File: src/rtl/ifetch_queue_pkg.sv
// ifetch_queue_pkg: shared constants and types for the instruction fetch queue.
// This package is the single source for the default depth, the default reset PC,
// the queue entry layout and the FSM state encodings.
package ifetch_queue_pkg;

   localparam int          DEFAULT_DEPTH    = 4;
   localparam logic [31:0] DEFAULT_RESET_PC = 32'h0000_0000;
   localparam int          ENTRY_W          = 64;

   typedef enum logic [1:0] {
      ST_BOOT = 2'd0,
      ST_RUN  = 2'd1,
      ST_HOLD = 2'd2
   } ifq_state_t;

   // One queue entry: the fetch PC plus the instruction word read at that PC.
   typedef struct packed {
      logic [31:0] pc;
      logic [31:0] instr;
   } ifq_entry_t;

endpackage

File: src/rtl/ifq_fifo.sv
// ifq_fifo: synchronous FIFO with push, pop and flush.
// DEPTH must be a power of two, so the pointers wrap on their own.
// Flush empties the FIFO in one cycle and takes priority over push and pop.
module ifq_fifo
   import ifetch_queue_pkg::*;
#(
   parameter int DEPTH = DEFAULT_DEPTH,
   parameter int W     = ENTRY_W
) (
   input  logic                     clock,
   input  logic                     reset,
   input  logic                     flush,
   input  logic                     push,
   input  logic [W-1:0]             push_data,
   input  logic                     pop,
   output logic [W-1:0]             pop_data,
   output logic [$clog2(DEPTH):0]   count,
   output logic                     full,
   output logic                     empty
);

   localparam int AW = $clog2(DEPTH);
   localparam int CW = AW + 1;

   logic [W-1:0]  mem [DEPTH];
   logic [AW-1:0] wr_ptr;
   logic [AW-1:0] rd_ptr;

   assign full     = (count == CW'(DEPTH));
   assign empty    = (count == '0);
   assign pop_data = mem[rd_ptr];

   // Storage write; the array has no reset because count gates what is visible.
   always_ff @(posedge clock) begin
      if (push) begin
         mem[wr_ptr] <= push_data;
      end
   end

   // Pointer and occupancy bookkeeping.
   always_ff @(posedge clock) begin
      if (reset || flush) begin
         wr_ptr <= '0;
         rd_ptr <= '0;
         count  <= '0;
      end else begin
         if (push) wr_ptr <= wr_ptr + AW'(1);
         if (pop)  rd_ptr <= rd_ptr + AW'(1);
         count <= count + CW'(push) - CW'(pop);
      end
   end

endmodule

File: src/rtl/ifetch_queue.sv
// ifetch_queue: instruction fetch unit that issues one synchronous ROM read
// per cycle and buffers the returned {pc, instr} pairs for decode.
// Optional feature macro: IFQ_BYPASS_EN. When defined, a response that arrives
// while the queue is empty is shown on the output in the same cycle.
//
// Output handshake: one transfer happens on every rising edge where out_valid
// and out_ready are both high. out_valid never depends on out_ready, and while
// out_valid is high out_pc/out_instr hold steady until the transfer or a flush.
module ifetch_queue
   import ifetch_queue_pkg::*;
#(
   parameter int          DEPTH    = DEFAULT_DEPTH,
   parameter logic [31:0] RESET_PC = DEFAULT_RESET_PC
) (
   input  logic                   clock,
   input  logic                   reset,
   input  logic                   redirect,
   input  logic [31:0]            redirect_pc,
   output logic [9:0]             imem_addr,
   input  logic [31:0]            imem_q,
   output logic                   out_valid,
   input  logic                   out_ready,
   output logic [31:0]            out_instr,
   output logic [31:0]            out_pc,
   output ifq_state_t             dbg_state,
   output logic [$clog2(DEPTH):0] dbg_count
);

   localparam int CW = $clog2(DEPTH) + 1;
   localparam int OW = CW + 1;
   localparam logic [OW-1:0] DEPTH_V = OW'(DEPTH);

   ifq_state_t    state;
   logic [31:0]   fetch_pc;
   logic [31:0]   inflight_pc;
   logic          inflight;
   logic [CW-1:0] count;
   logic          fifo_full;
   logic          fifo_empty;
   ifq_entry_t    head;
   ifq_entry_t    resp;
   logic          credit;
   logic          push;
   logic          pop;
   logic          bypass_take;
   logic [OW-1:0] occupancy;
   logic [OW-1:0] occ_next;
   logic          unused_ok;

   // The read address follows fetch_pc directly, so a read goes out every cycle.
   assign imem_addr = fetch_pc[11:2];
   assign resp      = '{pc: inflight_pc, instr: imem_q};

   // A read earns a queue slot only if the slots already owed (queued plus
   // pending) leave room; uncredited reads are simply ignored on return.
   assign occupancy = {1'b0, count} + OW'(inflight);
   assign credit    = (state != ST_BOOT) && (occupancy < DEPTH_V);

`ifdef IFQ_BYPASS_EN
   assign bypass_take = inflight && fifo_empty && out_ready;
`else
   assign bypass_take = 1'b0;
`endif

   assign push = inflight && !bypass_take && !redirect;
   assign pop  = out_ready && !fifo_empty;

   assign dbg_state = state;
   assign dbg_count = count;
   assign unused_ok = ^{redirect_pc[1:0], fifo_full};

   ifq_fifo #(
      .DEPTH (DEPTH),
      .W     (ENTRY_W)
   ) u_fifo (
      .clock     (clock),
      .reset     (reset),
      .flush     (redirect),
      .push      (push),
      .push_data (resp),
      .pop       (pop),
      .pop_data  (head),
      .count     (count),
      .full      (fifo_full),
      .empty     (fifo_empty)
   );

   // Slots owed after this edge, used to decide when the fetcher must stall.
   always_comb begin
      occ_next = {1'b0, count} + OW'(push) + OW'(credit) - OW'(pop);
   end

   // Output select: queue head first, otherwise the live response when bypassing.
   always_comb begin
      out_valid = 1'b0;
      out_pc    = '0;
      out_instr = '0;
      if (!fifo_empty) begin
         out_valid = 1'b1;
         out_pc    = head.pc;
         out_instr = head.instr;
      end
`ifdef IFQ_BYPASS_EN
      else if (inflight) begin
         out_valid = 1'b1;
         out_pc    = inflight_pc;
         out_instr = imem_q;
      end
`endif
   end

   // Fetch control FSM: PC advance, pending-read tracking and BOOT/RUN/HOLD.
   always_ff @(posedge clock) begin
      if (reset) begin
         state       <= ST_BOOT;
         fetch_pc    <= RESET_PC;
         inflight    <= 1'b0;
         inflight_pc <= '0;
      end else if (redirect) begin
         state    <= ST_RUN;
         fetch_pc <= {redirect_pc[31:2], 2'b00};
         inflight <= 1'b0;
      end else begin
         inflight <= credit;
         if (credit) begin
            inflight_pc <= fetch_pc;
            fetch_pc    <= fetch_pc + 32'd4;
         end
         unique case (state)
            ST_BOOT: state <= ST_RUN;
            ST_RUN:  if (occ_next == DEPTH_V) state <= ST_HOLD;
            ST_HOLD: if (pop) state <= ST_RUN;
            default: state <= ST_BOOT;
         endcase
      end
   end

endmodule

File: config.mk
export PLATFORM = sky130hd
export DESIGN_NAME = ifetch_queue
export DESIGN_NICKNAME = d
export VERILOG_FILES = /design/src/rtl/ifetch_queue_pkg.sv /design/src/rtl/ifq_fifo.sv /design/src/rtl/ifetch_queue.sv
export SDC_FILE = /design/constraint.sdc
export NUM_CORES = 1
export LEC_CHECK = 0
export CAP_MARGIN = 20
export CORE_ASPECT_RATIO = 0.6
export CORE_UTILIZATION = 50
export CTS_CLUSTER_SIZE = 12
export DETAILED_ROUTE_END_ITERATION = 8
export GPL_ROUTABILITY_DRIVEN = 0
export PLACE_DENSITY = 0.72
export SYNTH_ARGS = -nofsm -noshare
export SYNTH_HDL_FRONTEND = slang
export SYNTH_SLANG_ARGS = --single-unit
File: constraint.sdc
create_clock -name clock -period 3.6 [get_ports clock]
set_input_delay 0.72 -clock clock [delete_from_list [all_inputs] [get_ports clock]]
set_output_delay 0.72 -clock clock [all_outputs]
set_load 0.03 [all_outputs]
==> out/qor.txt <==
Area of the multi-input gates: 3780 µm²
# setup viols final: 0
Main area contributors after synthesis: edfxtp_1 (57%), dfxtp_1 (11%), mux4_2 (11%)
Period utilization: 0.949
RSZ-0062 raised after global routing: no
Post-Route M1 WL: 12,800 µm
CP Data Required Time: 2.88 ns
Hold Crit Start: fetch_pc[17]
Initial DRC Count: 570
Cell area after synthesis: 13,000 µm²
Most frequent cell after synthesis: edfxtp_1
Synth warn: 0
Max VDD drop: 398 µV
Leakage: 5.00 nW
Pin count of the biggest net entering global routing: 63
RR Startpoint: u_fifo.count[1]
Die height: 127 µm
CP delay by family, top: buffers and inverters
Worst path max stage delay: 0.70 ns
Wire per inst: 20.3 µm
GRT Overall Usage: 0.212
Buffers and inverters on the worst path: 2
Area delta synth->final: 21.2%
Switching power total: 1.55 mW
Critical path's slowest cell: clkdlybuf4s50_1
Post-CTS Setup Inserts: 0
Worst setup startpoint: u_fifo.count[1]
Met3 routed WL: 1660 µm
Mean Syn Cell Area: 15.5 µm²
Clk sinks: 320
CTS Buf Count: 31
GR Overflow Total: 0
Area leader, netlist: edfxtp_1
Worst-path maximum fanout: 43
Register Area: 8890 µm²
Flop pwr share: 0.554
Final ANT Viol Nets: 0
Root Driver: clkbuf_16
Vias per Instance: 5.62
Core area: 25,400 µm²
Seq cells post-synth: 320
Post-cts resize count: 0
Worst hold slack: 0.485 ns
Initial Util: 0.511
Row count: 45
Top sig layer: met4
Number of synthesized flops with an enable pin: 248
Least-Margin Pin Slew: 0.539 ns
Clock buffer depth: 3
Top_reg_cell synth: edfxtp_1
Clk pwr share: 0.390
Detail Placement HPWL: 17,100 µm
Status: complete, no violations
Clock-pin slew on the worst setup and hold paths: 0.06 ns
Die W: 210 µm
Cell Count Post-Placement: 1,295
Slew Limit Fails: 0
Post-synth top area share: 0.574
Post-synthesis sequential area ratio: 0.685
Cell internal pwr: 5.82 mW
Hold Crit Class: flop to flop
Max_cap viols: 0
Antenna diodes: 0
Fmax: 0.293 GHz
Comb pwr share: 0.056
Commonest cells post-synth: edfxtp_1 (248), nand2_1 (74), dfxtp_1 (72)
Setup TNS: 0 ns
Setup crit start kind: flop
IO Pins: 148
Share of layout cells above drive strength 1: 0.139
Port buffer count: 143
CP Capture Type: output port
Cell Pwr Density: 468 nW/µm²
Mapped Cells: 836
Hold Buf Count CTS: 0
Drt drc: 0
DRT Pass-1 Iters: 4
Final WL: 27,400 µm
CTS tree: done
CP cell instances: or3_2 -> buf_6 -> and2_1 -> clkdlybuf4s50_1
Metal2 WL: 12,500 µm
Clk_skew: 0.0108 ns
Die ar.: 26,600 µm²
Via count: 7,585
Unique masters post-synth: 49
Clk_lat worst skew: 0.55 ns
Final hold vios: 0
Vias in the first global route: 7,578
FILL cells: 1,903
Worst EP arrival: 2.70 ns
Sw Ratio: 0.210
Fin nets: 1,056
Asr flop ratio synth: 0
First-pass GRT wire length: 43,100 µm
Kind of critical path: flop to output port
Rel. slew slack: 0.640
H-tree depth: 1
Initial antenna violation count: 0
Fin crit period: 3.42 ns
Final cell count without fillers: 1,350
## power groups by stage
stage                     Combinational [mW]  Clock, mW  Sequential, mW
after floorplan                        0.229          0            4.14
after global placement                 0.407          0            4.16
after detailed placement               0.414          0            4.16
after CTS                              0.415       2.94            4.08
after global routing                   0.446       3.09            4.09
final                                  0.413       2.87            4.08
## state kept, by name (all words and copies together) (netlist names), named ones only
register       flops
u_fifo.mem       248
fetch_pc          30
inflight_pc       30
u_fifo.count       3
dbg_state          2
u_fifo.rd_ptr      2
u_fifo.wr_ptr      2
inflight           1
## layout by cell type (no fill, tap or decap), types with 5 or more instances in the layout
master           synthesis  routed
a211oi_1                14      14
a21oi_1                 34      34
a311oi_1                15      15
and2_1                  69      65
buf_12                   0       9
buf_4                   12      11
clkbuf_1                35      18
clkbuf_16                0      31
clkdlybuf4s50_1          0     142
dfxtp_1                 72      70
edfxtp_1               248     248
ha_1                     9       9
inv_1                   11      10
mux4_2                  62      62
nand2_1                 74      74
nand3_1                 17      17
nand4_1                  9       9
nor2_1                  44      44
nor3_1                   6       5
o21ai_0                  5       5
o31ai_1                 11      11
or4_1                   11      11
xnor2_1                 10      10
xor2_1                   8       8
## worst paths after layout
check                           slack, ns               to  depth (start not counted)
worst max register to register       0.66     dbg_state[1]                         11
worst min register to register       0.49  inflight_pc[17]                          2
worst max-delay path                 0.18       out_pc[29]                          4
worst min-delay path                 0.49  inflight_pc[17]                          2
## cells by family (layout without fill, tap and decap cells)
logic type                 count (synthesis)  count (layout)  synth area share
AOI/OAI and AO/OA                         86              86            0.0435
buffers and inverters                     70             231            0.0252
muxes                                     66              66             0.111
adders and majority gates                 12              12            0.0133
and+or+nand+nor                          262             262             0.108
DFF                                      320             320             0.685
xor gates and xnor gates                  19              19            0.0143
other                                      1               2          0.000289
## metrics by stage
stage	total power, mW	setup WS [ns]	utilization	instance area, µm²
after floorplan	4.37	0.500	-	13000
after global placement	4.57	0.315	0.585	14900
after detailed placement	4.58	0.299	0.585	14900
after CTS	7.43	0.0675	0.620	15700
after global routing	7.63	0.0609	0.620	15700
final	7.37	0.184	0.620	15700
## tightest hold or removal path: cells and delay by family, from the launching register on
kind | cells | cell delay [ns]
flops | 1 | 0.33
compound gates | 1 | 0.05
simple gates | 1 | 0.06
## final cells by class
cell class / count / share of cell area
Clock buffer: 50 / 0.0545
Clock inverter: 5 / 0.00127
Inverter: 12 / 0.00286
Multi-Input combinational cell: 447 / 0.240
Sequential cell: 320 / 0.565
Tap cell: 352 / 0.0280
Timing Repair Buffer: 164 / 0.108
## metal layers
layer / track usage / up-vias
met3: 0.0332 / 37
met4: 0.0412 / 0
met2: 0.327 / 235
li1: - / 3466
met5: 0 / -
met1: 0.323 / 3847
Note: power is estimated with default switching activity, not from simulation.
